===== src/rtl/cpu_sequencer.sv =====
// Multi-cycle fetch/execute sequencer for the CSE141L core.
//
// Takes the decoded strobes from the Control (ID) block and the datapath zero flag. It drives:
//   - PC update: PCClear, PCWrite, PCSel
//   - IR load: IRWrite
//   - gated write enables: RegWriteEn, OvWriteEn
//   - a ready-handshaked data-memory request: MemReq, MemWe (completed by MemReady)
//
// For the host bench it also provides run control and performance counters:
//   - Start begins execution
//   - Busy, Done and Error report status
//   - CycleCount and InstrCount are saturating counters, cleared on an accepted Start
//
// All control outputs are combinational from the current state and the decoded inputs.
module cpu_sequencer #(
  parameter int unsigned CNT_W       = 16,
  parameter int unsigned MEM_TIMEOUT = 15
) (
  input  logic             CLK,
  input  logic             Reset_n,
  input  logic             Start,
  input  logic             RegWrite,
  input  logic             OvWrite,
  input  logic             MemRead,
  input  logic             MemWrite,
  input  logic             Branch,
  input  logic             BranchCond,
  input  logic             Halt,
  input  logic             Zero,
  input  logic             MemReady,
  output logic             PCClear,
  output logic             PCWrite,
  output logic             PCSel,
  output logic             IRWrite,
  output logic             RegWriteEn,
  output logic             OvWriteEn,
  output logic             MemReq,
  output logic             MemWe,
  output logic             Busy,
  output logic             Done,
  output logic             Error,
  output logic [CNT_W-1:0] CycleCount,
  output logic [CNT_W-1:0] InstrCount
);

  localparam int unsigned ToW = $clog2(MEM_TIMEOUT + 1);

  typedef enum logic [2:0] {StIdle, StFetch, StExec, StMem, StHalted, StError} state_e;

  state_e           state_q, state_d;
  logic [ToW-1:0]   to_q, to_d;
  logic [CNT_W-1:0] cyc_q, cyc_d;
  logic [CNT_W-1:0] ins_q, ins_d;
  logic             start_acc;
  logic             instr_inc;

  always_comb begin
    state_d    = state_q;
    to_d       = to_q;
    start_acc  = 1'b0;
    instr_inc  = 1'b0;
    PCClear    = 1'b0;
    PCWrite    = 1'b0;
    PCSel      = 1'b0;
    IRWrite    = 1'b0;
    RegWriteEn = 1'b0;
    OvWriteEn  = 1'b0;
    MemReq     = 1'b0;
    MemWe      = 1'b0;
    case (state_q)
      StIdle, StHalted, StError: begin
        if (Start) begin
          PCClear   = 1'b1;
          start_acc = 1'b1;
          state_d   = StFetch;
        end
      end
      StFetch: begin
        IRWrite = 1'b1;
        state_d = StExec;
      end
      StExec: begin
        if (Halt) begin
          instr_inc = 1'b1;
          state_d   = StHalted;
        end else if (MemRead || MemWrite) begin
          to_d    = '0;
          state_d = StMem;
        end else begin
          PCWrite    = 1'b1;
          RegWriteEn = RegWrite;
          OvWriteEn  = OvWrite;
          PCSel      = Branch & (~BranchCond | Zero);
          instr_inc  = 1'b1;
          state_d    = StFetch;
        end
      end
      StMem: begin
        MemReq = 1'b1;
        MemWe  = MemWrite;
        if (MemReady) begin
          // A simultaneous read+write decode is treated as a store: no load writeback.
          RegWriteEn = MemRead & ~MemWrite;
          PCWrite    = 1'b1;
          instr_inc  = 1'b1;
          state_d    = StFetch;
        end else begin
          to_d = to_q + 1'b1;
          // to_q counts completed wait cycles, so this is the MEM_TIMEOUT-th MEM cycle.
          if (to_q == ToW'(MEM_TIMEOUT - 1)) begin
            state_d = StError;
          end
        end
      end
      default: state_d = StIdle;
    endcase
  end

  assign Busy  = (state_q == StFetch) || (state_q == StExec) || (state_q == StMem);
  assign Done  = (state_q == StHalted) || (state_q == StError);
  assign Error = (state_q == StError);

  // Saturating counters; Start is only accepted outside Busy so clear and count never collide.
  always_comb begin
    cyc_d = cyc_q;
    ins_d = ins_q;
    if (start_acc) begin
      cyc_d = '0;
      ins_d = '0;
    end else begin
      if (Busy && (cyc_q != '1)) cyc_d = cyc_q + 1'b1;
      if (instr_inc && (ins_q != '1)) ins_d = ins_q + 1'b1;
    end
  end

  always_ff @(posedge CLK or negedge Reset_n) begin
    if (!Reset_n) begin
      state_q <= StIdle;
      to_q    <= '0;
      cyc_q   <= '0;
      ins_q   <= '0;
    end else begin
      state_q <= state_d;
      to_q    <= to_d;
      cyc_q   <= cyc_d;
      ins_q   <= ins_d;
    end
  end

  assign CycleCount = cyc_q;
  assign InstrCount = ins_q;

endmodule

===== config.mk =====
export PLATFORM = sky130hd
export DESIGN_NAME = cpu_sequencer
export DESIGN_NICKNAME = d
export VERILOG_FILES = /design/src/rtl/cpu_sequencer.sv
export SDC_FILE = /design/constraint.sdc
export NUM_CORES = 1
export LEC_CHECK = 0
export ABC_AREA = 1
export CAP_MARGIN = 20
export CORE_MARGIN = 8
export CORE_UTILIZATION = 53
export CTS_BUF_LIST = sky130_fd_sc_hd__clkbuf_2
export DETAILED_ROUTE_END_ITERATION = 6
export GPL_TIMING_DRIVEN = 0
export PLACE_DENSITY_LB_ADDON = 0.15
export SETUP_SLACK_MARGIN = 0.2
export SYNTH_ARGS = -nofsm -noshare
export SYNTH_HDL_FRONTEND = slang
export SYNTH_SLANG_ARGS = --single-unit

===== constraint.sdc =====
create_clock -name CLK -period 2 [get_ports CLK]
set_input_delay 0.6 -clock CLK [delete_from_list [all_inputs] [get_ports CLK]]
set_output_delay 0.6 -clock CLK [all_outputs]
set_load 0.005 [all_outputs]

==> results of run 1 <==
synthesized netlist by cell type, drive strengths merged (2+ instances only):
cell type,count
nor3,2
xnor2,2
buf,7
xor2,7
o21bai,8
ha,4
a21oi,4
nand4,7
or2,2
nand2,132
nand3b,2
nand3,70
dfrtp,39
o21ai,5
inv,37
nor2,49
state kept, by name, indices dropped and copies added (netlist names):
signal      cells
InstrCount     16
state_q         3
CycleCount     16
to_q            4
cell families (layout without fill, tap and decap cells):
group           Yosys count  in the layout
simple gates            264            264
compound gates           18             18
fa+ha+maj                 4              4
xor+xnor                  9              9
buf+inv                  45            182
flops                    39             39
critical path: stages, from the launching register on:
cell	delay (ns)
dfrtp_2	0.52
buf_6	0.14
buf_6	0.10
a21oi_4	0.19
nand2_4	0.09
buf_8	0.14
clkinv_4	0.04
buf_6	0.08
final cells by class:
| class | instances | area, um2 | area share [%] |
|---|---|---|---|
| Buffer | 7 | 70.07 | 1.774 |
| Clock buffer | 5 | 25.02 | 0.6335 |
| Clock inverter | 2 | 8.758 | 0.2217 |
| Inverter | 38 | 162.7 | 4.118 |
| Multi-Input combinational cell | 295 | 1524 | 38.58 |
| Sequential cell | 39 | 987.2 | 24.99 |
| Tap cell | 67 | 83.83 | 2.122 |
| Timing Repair Buffer | 130 | 1089 | 27.56 |
timing repair:
item	4_1_cts	5_1_grt
resized for setup	113	27
cloned	0	1
pin swaps	9	13
setup buffers	57	16
endpoints found under the setup margin	43	38
hold buffers	0	1
endpoints found under the hold margin	0	1
final timing paths:
| check | cells after the start | slack [ns] | endpoint | start |
|---|---|---|---|---|
| worst max-delay path | 7 | -0.34 | PCClear | state_q[0]$_DFFE_PN0P_ |
| worst min-delay path | 2 | 0.55 | InstrCount[13]$_DFFE_PN0P_ | Reset_n |
| worst max register to register | 9 | 0.11 | CycleCount[11]$_DFFE_PN0P_ | CycleCount[9]$_DFFE_PN0P_ |
| worst min register to register | 2 | 0.56 | to_q[1]$_DFFE_PN0P_ | to_q[1]$_DFFE_PN0P_ |
| max in group asynchronous | 3 | 0.99 | InstrCount[10]$_DFFE_PN0P_ | Reset_n |
| min in group CLK | 2 | 0.56 | to_q[1]$_DFFE_PN0P_ | to_q[1]$_DFFE_PN0P_ |
power by group through the flow:
stage	combinational, mW	sequential (mW)	clock (mW)
finish	2.90	1.10	0.370
detailed placement	1.69	1.21	0
CTS	2.38	1.08	0.349
floorplan	1.02	1.18	0
global placement	1.65	1.20	0
global route	3.07	1.12	0.401
layer usage:
layer,track usage [%],up-vias,share of wire (%)
met5,0,-,0
met4,8.920,0,4.0
met3,4.726,48,8.0
met2,40.45,209,49
met1,24.64,1493,38
li1,-,1486,-
stage by stage:
stage / setup TNS [ns] / util (%) / cell area [um2]
4_1_cts: -0.9449 / 79.76 / 3767
3_5_place_dp: -3.861 / 68.82 / 3251
2_1_floorplan: 0 / - / 2611
6_report: -1.783 / 83.63 / 3950
3_3_place_gp: -30.51 / 68.50 / 3236
5_1_grt: -2.126 / 83.63 / 3950
==> results.toml, run 1 <==
[flow_run]
cap_violations = 0

[routing]
dr.pass1.iters = 6
drt-initial-drc-count = 331
drt-vias-per-instance = 5.551
vias = 3236
wirelength_um = 9714
drc = 0
wl_per_cell_um = 16.66
detail-route-antenna-nets = 0

[placement]
portBuffers = 54
post-place-ws_ns = -0.6702
gp_congestion = 0.8920
place_inst = 501
dp_hpwl_um = 4984

[global_routing]
grt_pass1_vias = 3017
grt_pass1_wl_um = 13410
grt_max_degree = 32
antenna_found_initial = 0
grt.total_usage_pct = 22.28
gr-total-overflow = 0

[synthesis]
synthesis.nets = 395
synth_seq_cells = 39
synthAdderAreaFrac_pct = 1.917
synth_top_family_by_area = "simple AND/OR/NAND/NOR gates"
ys_seq_area_share_pct = 37.37
synth_xor_area_share_pct = 3.019
synthMuxAreaShare_pct = 0
avgSynthCellArea_um2 = 6.890
yosysTopAreaCell = "dfrtp_1"
synthesis.area_um2 = 2611
syn_inst = 379
synth_top_area_share_pct = 37.37
yosysWarnings = 0
synth.distinct_cells = 27
ys.flop_type = "dfrtp_1"
synth_simple_gate_area_share_pct = 44.75
postSynth.asyncResetShare_pct = 100.0
synth-compound-area-share_pct = 5.175
synth_edf_count = 0
synth_top_cells_by_area = "dfrtp_1 37%, nand2_1 18%, nand3_1 13%, nor2_1 6.5%, inv_1 4.5%"

[timing]
maxSlewHeadroom_pct = 59.60
rsz0062_at_grt = "true"
worst_slew_pin_slew_ns = 0.6037
whs_ns = 0.5499
clock_skew_ns = 0.03804
clock.fmax_mhz = 427.6
drv_slew = 0
finalCritPeriodShare_pct = 116.9
setup_viol = 11
fin_ws_ns = -0.3385
hold_violations = 0
min_period_ns = 2.339

[floorplan]
core_um2 = 4723
die_area_um2 = 7429
die_w_um = 86.19
dieHeight_um = 86.19
rows = 25
start_util_pct = 55.28
ioPinCount = 55

[clock_network]
clk_latency_ns = 0.44
clockRootBuffer = "clkbuf_2"
cts-buffers-inserted = 5
clockBufferDepth = 2
cts_max_level = 2
numClockSinks = 39
cts_tree = "done"
cts.clk_slew.worst_paths_ns = 0.24

[critical_path]
crit_path_end_kind = "output pin"
crit_path_start_kind = "flop"
worstPathRequired_ns = 1.40
cp_max_fo = 4
critPathKind = "flop to output pin"
arrival_ns = 1.74

[finish]
final_common_cell = "nand2_1"
fin_cells = 583
nNetsFinal = 532
final_cell_mix = "123 x nand2_1, 67 x nand3_1, 62 x buf_4, 38 x nor2_1, 35 x dlygate4sd2_1"
num_antenna_cells = 0
fillerInstances = 275
area_growth_pct = 51.27
drive_gt1_share_pct = 28.68

[status]
violations = "negative setup slack"
outcome = "finished with violations"

[power_and_ir_drop]
p_per_area_nw_per_um2 = 1106
power_mw = 4.369
irDropWorstVdd_v = 0.0005975
sw_frac_of_total_pct = 43.89
clkPwrFrac_pct = 8.5
seq_power_share_pct = 25.2
pwr-share-comb_pct = 66.3
internal_power_mw = 2.451
switchingPower_mw = 1.918
p_leak_nw = 2.200

[hold_path]
min_path_type = "input port to asynchronous set/reset pin"
(Power assumes the default switching activity.)
==> inputs of run 2 (changes only) <==
Settings changed: CORE_ASPECT_RATIO from default to 0.7.
==> results.toml, run 2 (synthesized netlist as in run 1, its figures left out) <==
[status]
outcome = "finished with violations"
violations = "negative setup slack"

[routing]
dr.pass1.iters = 6
wl_per_cell_um = 17.50
routed-wl-met3_um = 998
wirelength_um = 10330
drc = 0
routed.top_layer = "met4"
vias = 3400
drt-met1-wl_um = 4148
drt-vias-per-instance = 5.763
wl_met2_um = 4691
detail-route-antenna-nets = 0
drt-initial-drc-count = 360

[timing]
rsz0062_at_grt = "true"
finalCritPeriodShare_pct = 116.8
min_period_ns = 2.335
maxSlewHeadroom_pct = 38.95
worst_slew_pin_slew_ns = 0.9157
clock.fmax_mhz = 428.2
drv_slew = 0
setup_viol = 11
whs_ns = 0.2680
hold_violations = 0
clock_skew_ns = 0.02772
fin_ws_ns = -0.3352

[placement]
post-place-ws_ns = -0.6982
portBuffers = 54
place_inst = 502
gp_congestion = 0.8521
dp_hpwl_um = 5135

[power_and_ir_drop]
sw_frac_of_total_pct = 42.58
p_leak_nw = 2.239
p_per_area_nw_per_um2 = 1175
seq_power_share_pct = 23.0
irDropWorstVdd_v = 0.0006964
power_mw = 4.797
internal_power_mw = 2.754
pwr-share-comb_pct = 63.9
clkPwrFrac_pct = 13.1
switchingPower_mw = 2.042

[flow_run]
cap_violations = 0

[global_routing]
antenna_found_initial = 0
grt.total_usage_pct = 24.05
grt_pass1_wl_um = 14130
gr-total-overflow = 0
grt_max_degree = 40
grt_pass1_vias = 2937

[critical_path]
worstPathRequired_ns = 1.40
crit_path_end_kind = "output pin"
arrival_ns = 1.74
crit_path_start_kind = "flop"
reg2reg_from = "state_q[2]$_DFFE_PN0P_"
critPathKind = "flop to output pin"
cp_max_fo = 4
critPathLaunch = "state_q[0]$_DFFE_PN0P_"

[clock_network]
clockBufferDepth = 2
clockRootBuffer = "clkbuf_2"
clk_latency_ns = 0.42
cts-buffers-inserted = 5
cts_max_level = 2
cts_tree = "done"
cts.clk_slew.worst_paths_ns = 0.23
numClockSinks = 39

[floorplan]
ioPinCount = 55
start_util_pct = 54.91
rows = 21
core_um2 = 4756
dieHeight_um = 74.73
die_w_um = 99.90
die_area_um2 = 7465

[finish]
num_antenna_cells = 0
fin_cells = 590
final_cell_mix = "120 x nand2_1, 70 x buf_4, 64 x nand3_1, 38 x nor2_1, 30 x inv_1"
drive_gt1_share_pct = 31.29
fillerInstances = 274
area_growth_pct = 56.30
final_common_cell = "nand2_1"
nNetsFinal = 536

[hold_path]
min_path_type = "input port to asynchronous set/reset pin"
==> run 2: cell types whose count changed in the layout (fill, tap and decap cells not counted), moves of 2 or more <==
| cell | delta |
|---|---|
| nand2_1 | -3 |
| bufinv_16 | +2 |
| nand2_2 | +3 |
| dlygate4sd2_1 | -7 |
| nand3_2 | +2 |
| nor2_4 | +3 |
| dfrtp_2 | +2 |
| nor2_2 | -3 |
| buf_4 | +8 |
| nand3_1 | -3 |
| dfrtp_1 | -2 |
| clkdlybuf4s15_1 | +5 |
==> run 2: layout make-up <==
| class | count | area, um2 | share of cell area [%] |
|---|---|---|---|
| multi-input cells | 295 | 1589 | 38.93 |
| well taps | 69 | 86.33 | 2.115 |
| clock buffers | 6 | 30.03 | 0.7357 |
| flip-flops and latches | 39 | 989.7 | 24.25 |
| plain buffers | 7 | 66.31 | 1.625 |
| repair buffers | 134 | 1107 | 27.13 |
| inverters | 38 | 152.6 | 3.740 |
| clock inverters | 2 | 60.06 | 1.471 |
==> run 2: critical path: stages (launching register included) <==
cell and delay [ns]:
dfrtp_2 0.50, inv_2 0.10, nand3_4 0.09, nor2_4 0.12, buf_6 0.11, buf_6 0.09, nand3_4 0.07, o31ai_4 0.06
buf_2 0.16
==> run 2: metal layers <==
metal | GRT usage [%] | vias up
met5 | 0 | -
met4 | 11.19 | 0
met3 | 5.355 | 59
met2 | 38.76 | 235
met1 | 30.39 | 1607
li1 | - | 1499
==> run 2: through the flow <==
| stage | setup TNS (ns) | util, % | area (um2) |
|---|---|---|---|
| after floorplan | 0 | - | 2611 |
| after global placement | -29.66 | 68.09 | 3238 |
| after detailed placement | -3.675 | 67.98 | 3233 |
| after CTS | -1.422 | 79.85 | 3797 |
| after global routing | -3.110 | 85.82 | 4081 |
| final | -2.401 | 85.82 | 4081 |
==> run 2: power by group through the flow <==
stage	combinational [mW]	clock (mW)	sequential (mW)
floorplan	1.02	0	1.18
global route	3.27	0.664	1.11
detailed placement	1.69	0	1.22
finish	3.07	0.630	1.10
CTS	2.39	0.629	1.09
global placement	1.67	0	1.21
==> run 2: what timing repair did <==
item | CTS | global route
pin swaps | 13 | 18
endpoints found under the setup margin | 43 | 46
gates cloned | 0 | 1
gates resized for setup | 115 | 35
buffers inserted | 57 | 22
hold buffers | 0 | 0
==> run 2: path summary, 6_finish.rpt <==
check                                              to  slack [ns]  cells past startpoint
max                                        RegWriteEn       -0.34                      8
min                        InstrCount[14]$_DFFE_PN0P_        0.27                      1
max reg2reg                InstrCount[12]$_DFFE_PN0P_        0.02                     13
min reg2reg                       to_q[1]$_DFFE_PN0P_        0.57                      2
max in group asynchronous   InstrCount[4]$_DFFE_PN0P_        1.10                      1
min in group CLK                  to_q[1]$_DFFE_PN0P_        0.57                      2
==> inputs of run 3 (changes only) <==
Settings changed: SKIP_LAST_GASP from default to 1.
==> results.toml, run 3 (synthesized netlist as in run 1, its figures left out) <==
[timing]
maxSlewHeadroom_pct = 41.77
setup_viol = 11
fin_ws_ns = -0.3026
setup_tns_ns = -2.082
clock.fmax_mhz = 434.3
hold_violations = 0
rsz0062_at_grt = "true"
whs_ns = 0.2573
finalCritPeriodShare_pct = 115.1
drv_slew = 0
clock_skew_ns = 0.03180
worst_slew_pin_slew_ns = 0.8734
min_period_ns = 2.303

[power_and_ir_drop]
irDropWorstVdd_v = 0.0006448
power_mw = 4.638
seq_power_share_pct = 23.8
pwr-share-comb_pct = 62.7
p_leak_nw = 2.217
p_per_area_nw_per_um2 = 1160
clkPwrFrac_pct = 13.5
internal_power_mw = 2.678
switchingPower_mw = 1.960
sw_frac_of_total_pct = 42.26

[critical_path]
cp_top_family = "flip-flops"
worstSetupPathDepth = 8
critPathMaxStageDelay_ns = 0.49
cp_max_fo = 3
crit_path_end_kind = "output pin"
crit_path_start_kind = "flop"
reg2reg_from = "state_q[2]$_DFFE_PN0P_"
worstPathRequired_ns = 1.40
cp_num_buf_inv = 4
path_cells = "inv_2, nand3_4, nor2_4, buf_6, buf_6, nand3_4, o31ai_4, buf_2"
ff2ff_setup_slack_ns = 0.14
arrival_ns = 1.70
cp_slowest_cell = "dfrtp_2"
r2r_cells = 12
r2r_end = "InstrCount[12]$_DFFE_PN0P_"
critPathKind = "flop to output pin"

[global_routing]
antenna_found_initial = 0
grt_max_degree = 40
gr-total-overflow = 0
grt_pass1_vias = 2965
grt_pass1_wl_um = 13930
grt.total_usage_pct = 23.60

[placement]
portBuffers = 54
dp_hpwl_um = 5135
gp_congestion = 0.8521

[clock_network]
cts-buffers-inserted = 5
clk_latency_ns = 0.42
ctsHoldBuffers = 0
cts_tree = "done"
numClockSinks = 39
clockRootBuffer = "clkbuf_2"
cts_max_level = 2
cts.clk_slew.worst_paths_ns = 0.23
clockBufferDepth = 2

[finish]
fillerInstances = 294
nNetsFinal = 530
drive_gt1_share_pct = 29.13
area_growth_pct = 53.19
final_common_cell = "nand2_1"
num_antenna_cells = 0
final_cell_mix = "123 x nand2_1, 66 x nand3_1, 63 x buf_4, 39 x nor2_1"

[routing]
wl_per_cell_um = 16.41
drt-initial-drc-count = 290
vias = 3253
drt-vias-per-instance = 5.570
wirelength_um = 9581
detail-route-antenna-nets = 0
dr.pass1.iters = 5
drc = 0

[floorplan]
rows = 21
die_area_um2 = 7465
start_util_pct = 54.91
core_um2 = 4756
dieHeight_um = 74.73
die_w_um = 99.90
ioPinCount = 55

[hold_path]
min_path_type = "input port to asynchronous set/reset pin"

[status]
outcome = "finished with violations"
violations = "negative setup slack"

[flow_run]
cap_violations = 0
-- run 3: final cells by class --
| type | instances | area [um2] | area share [%] |
|---|---|---|---|
| Tap cell | 69 | 86.33 | 2.158 |
| Buffer | 7 | 66.31 | 1.658 |
| Sequential cell | 39 | 989.7 | 24.74 |
| Timing Repair Buffer | 128 | 1060 | 26.49 |
| Inverter | 38 | 152.6 | 3.816 |
| Multi-Input combinational cell | 295 | 1555 | 38.88 |
| Clock inverter | 2 | 60.06 | 1.501 |
| Clock buffer | 6 | 30.03 | 0.7507 |
-- run 3: worst max-delay path by stage --
stage,endpoint,slack (ns),from
after global routing,RegWriteEn,-0.39,state_q[1]$_DFFE_PN0P_
after detailed placement,PCClear,-0.70,Start
after floorplan,PCClear,0.32,state_q[2]$_DFFE_PN0P_
after CTS,RegWriteEn,-0.25,state_q[2]$_DFFE_PN0P_
after global placement,PCClear,-0.71,Start
final,RegWriteEn,-0.30,state_q[0]$_DFFE_PN0P_
-- run 3: power groups by stage --
stage          clock network (mW)  registers, mW  logic (mW)
2_1_floorplan                   0           1.18        1.02
3_3_place_gp                    0           1.21        1.67
3_5_place_dp                    0           1.22        1.69
4_1_cts                     0.629           1.09        2.35
5_1_grt                     0.662           1.11        3.08
6_report                    0.625           1.10        2.91
-- run 3: what timing repair did --
item / 4_1_cts / 5_1_grt
buffers inserted: 57 / 15
gates cloned: 0 / 2
resized for setup: 104 / 36
pin swaps: 9 / 8
setup endpoints to repair: 43 / 47
-- run 3: layer usage --
| metal | track usage, % | share of wire, % |
|---|---|---|
| met1 | 29.32 | 41 |
| met2 | 38.39 | 45 |
| met3 | 5.725 | 9.9 |
| met4 | 10.85 | 3.8 |
| met5 | 0 | 0 |
-- run 3: metrics by stage --
stage                     cells  area, um2  util (%)  setup WS, ns
after floorplan             379       2611         -        0.3207
after CTS                   567       3771     79.29       -0.2519
after global routing        584       4000     84.11       -0.3886
after global placement      502       3238     68.09       -0.7109
after detailed placement    502       3233     67.98       -0.6982
final                       584       4000     84.11       -0.3026
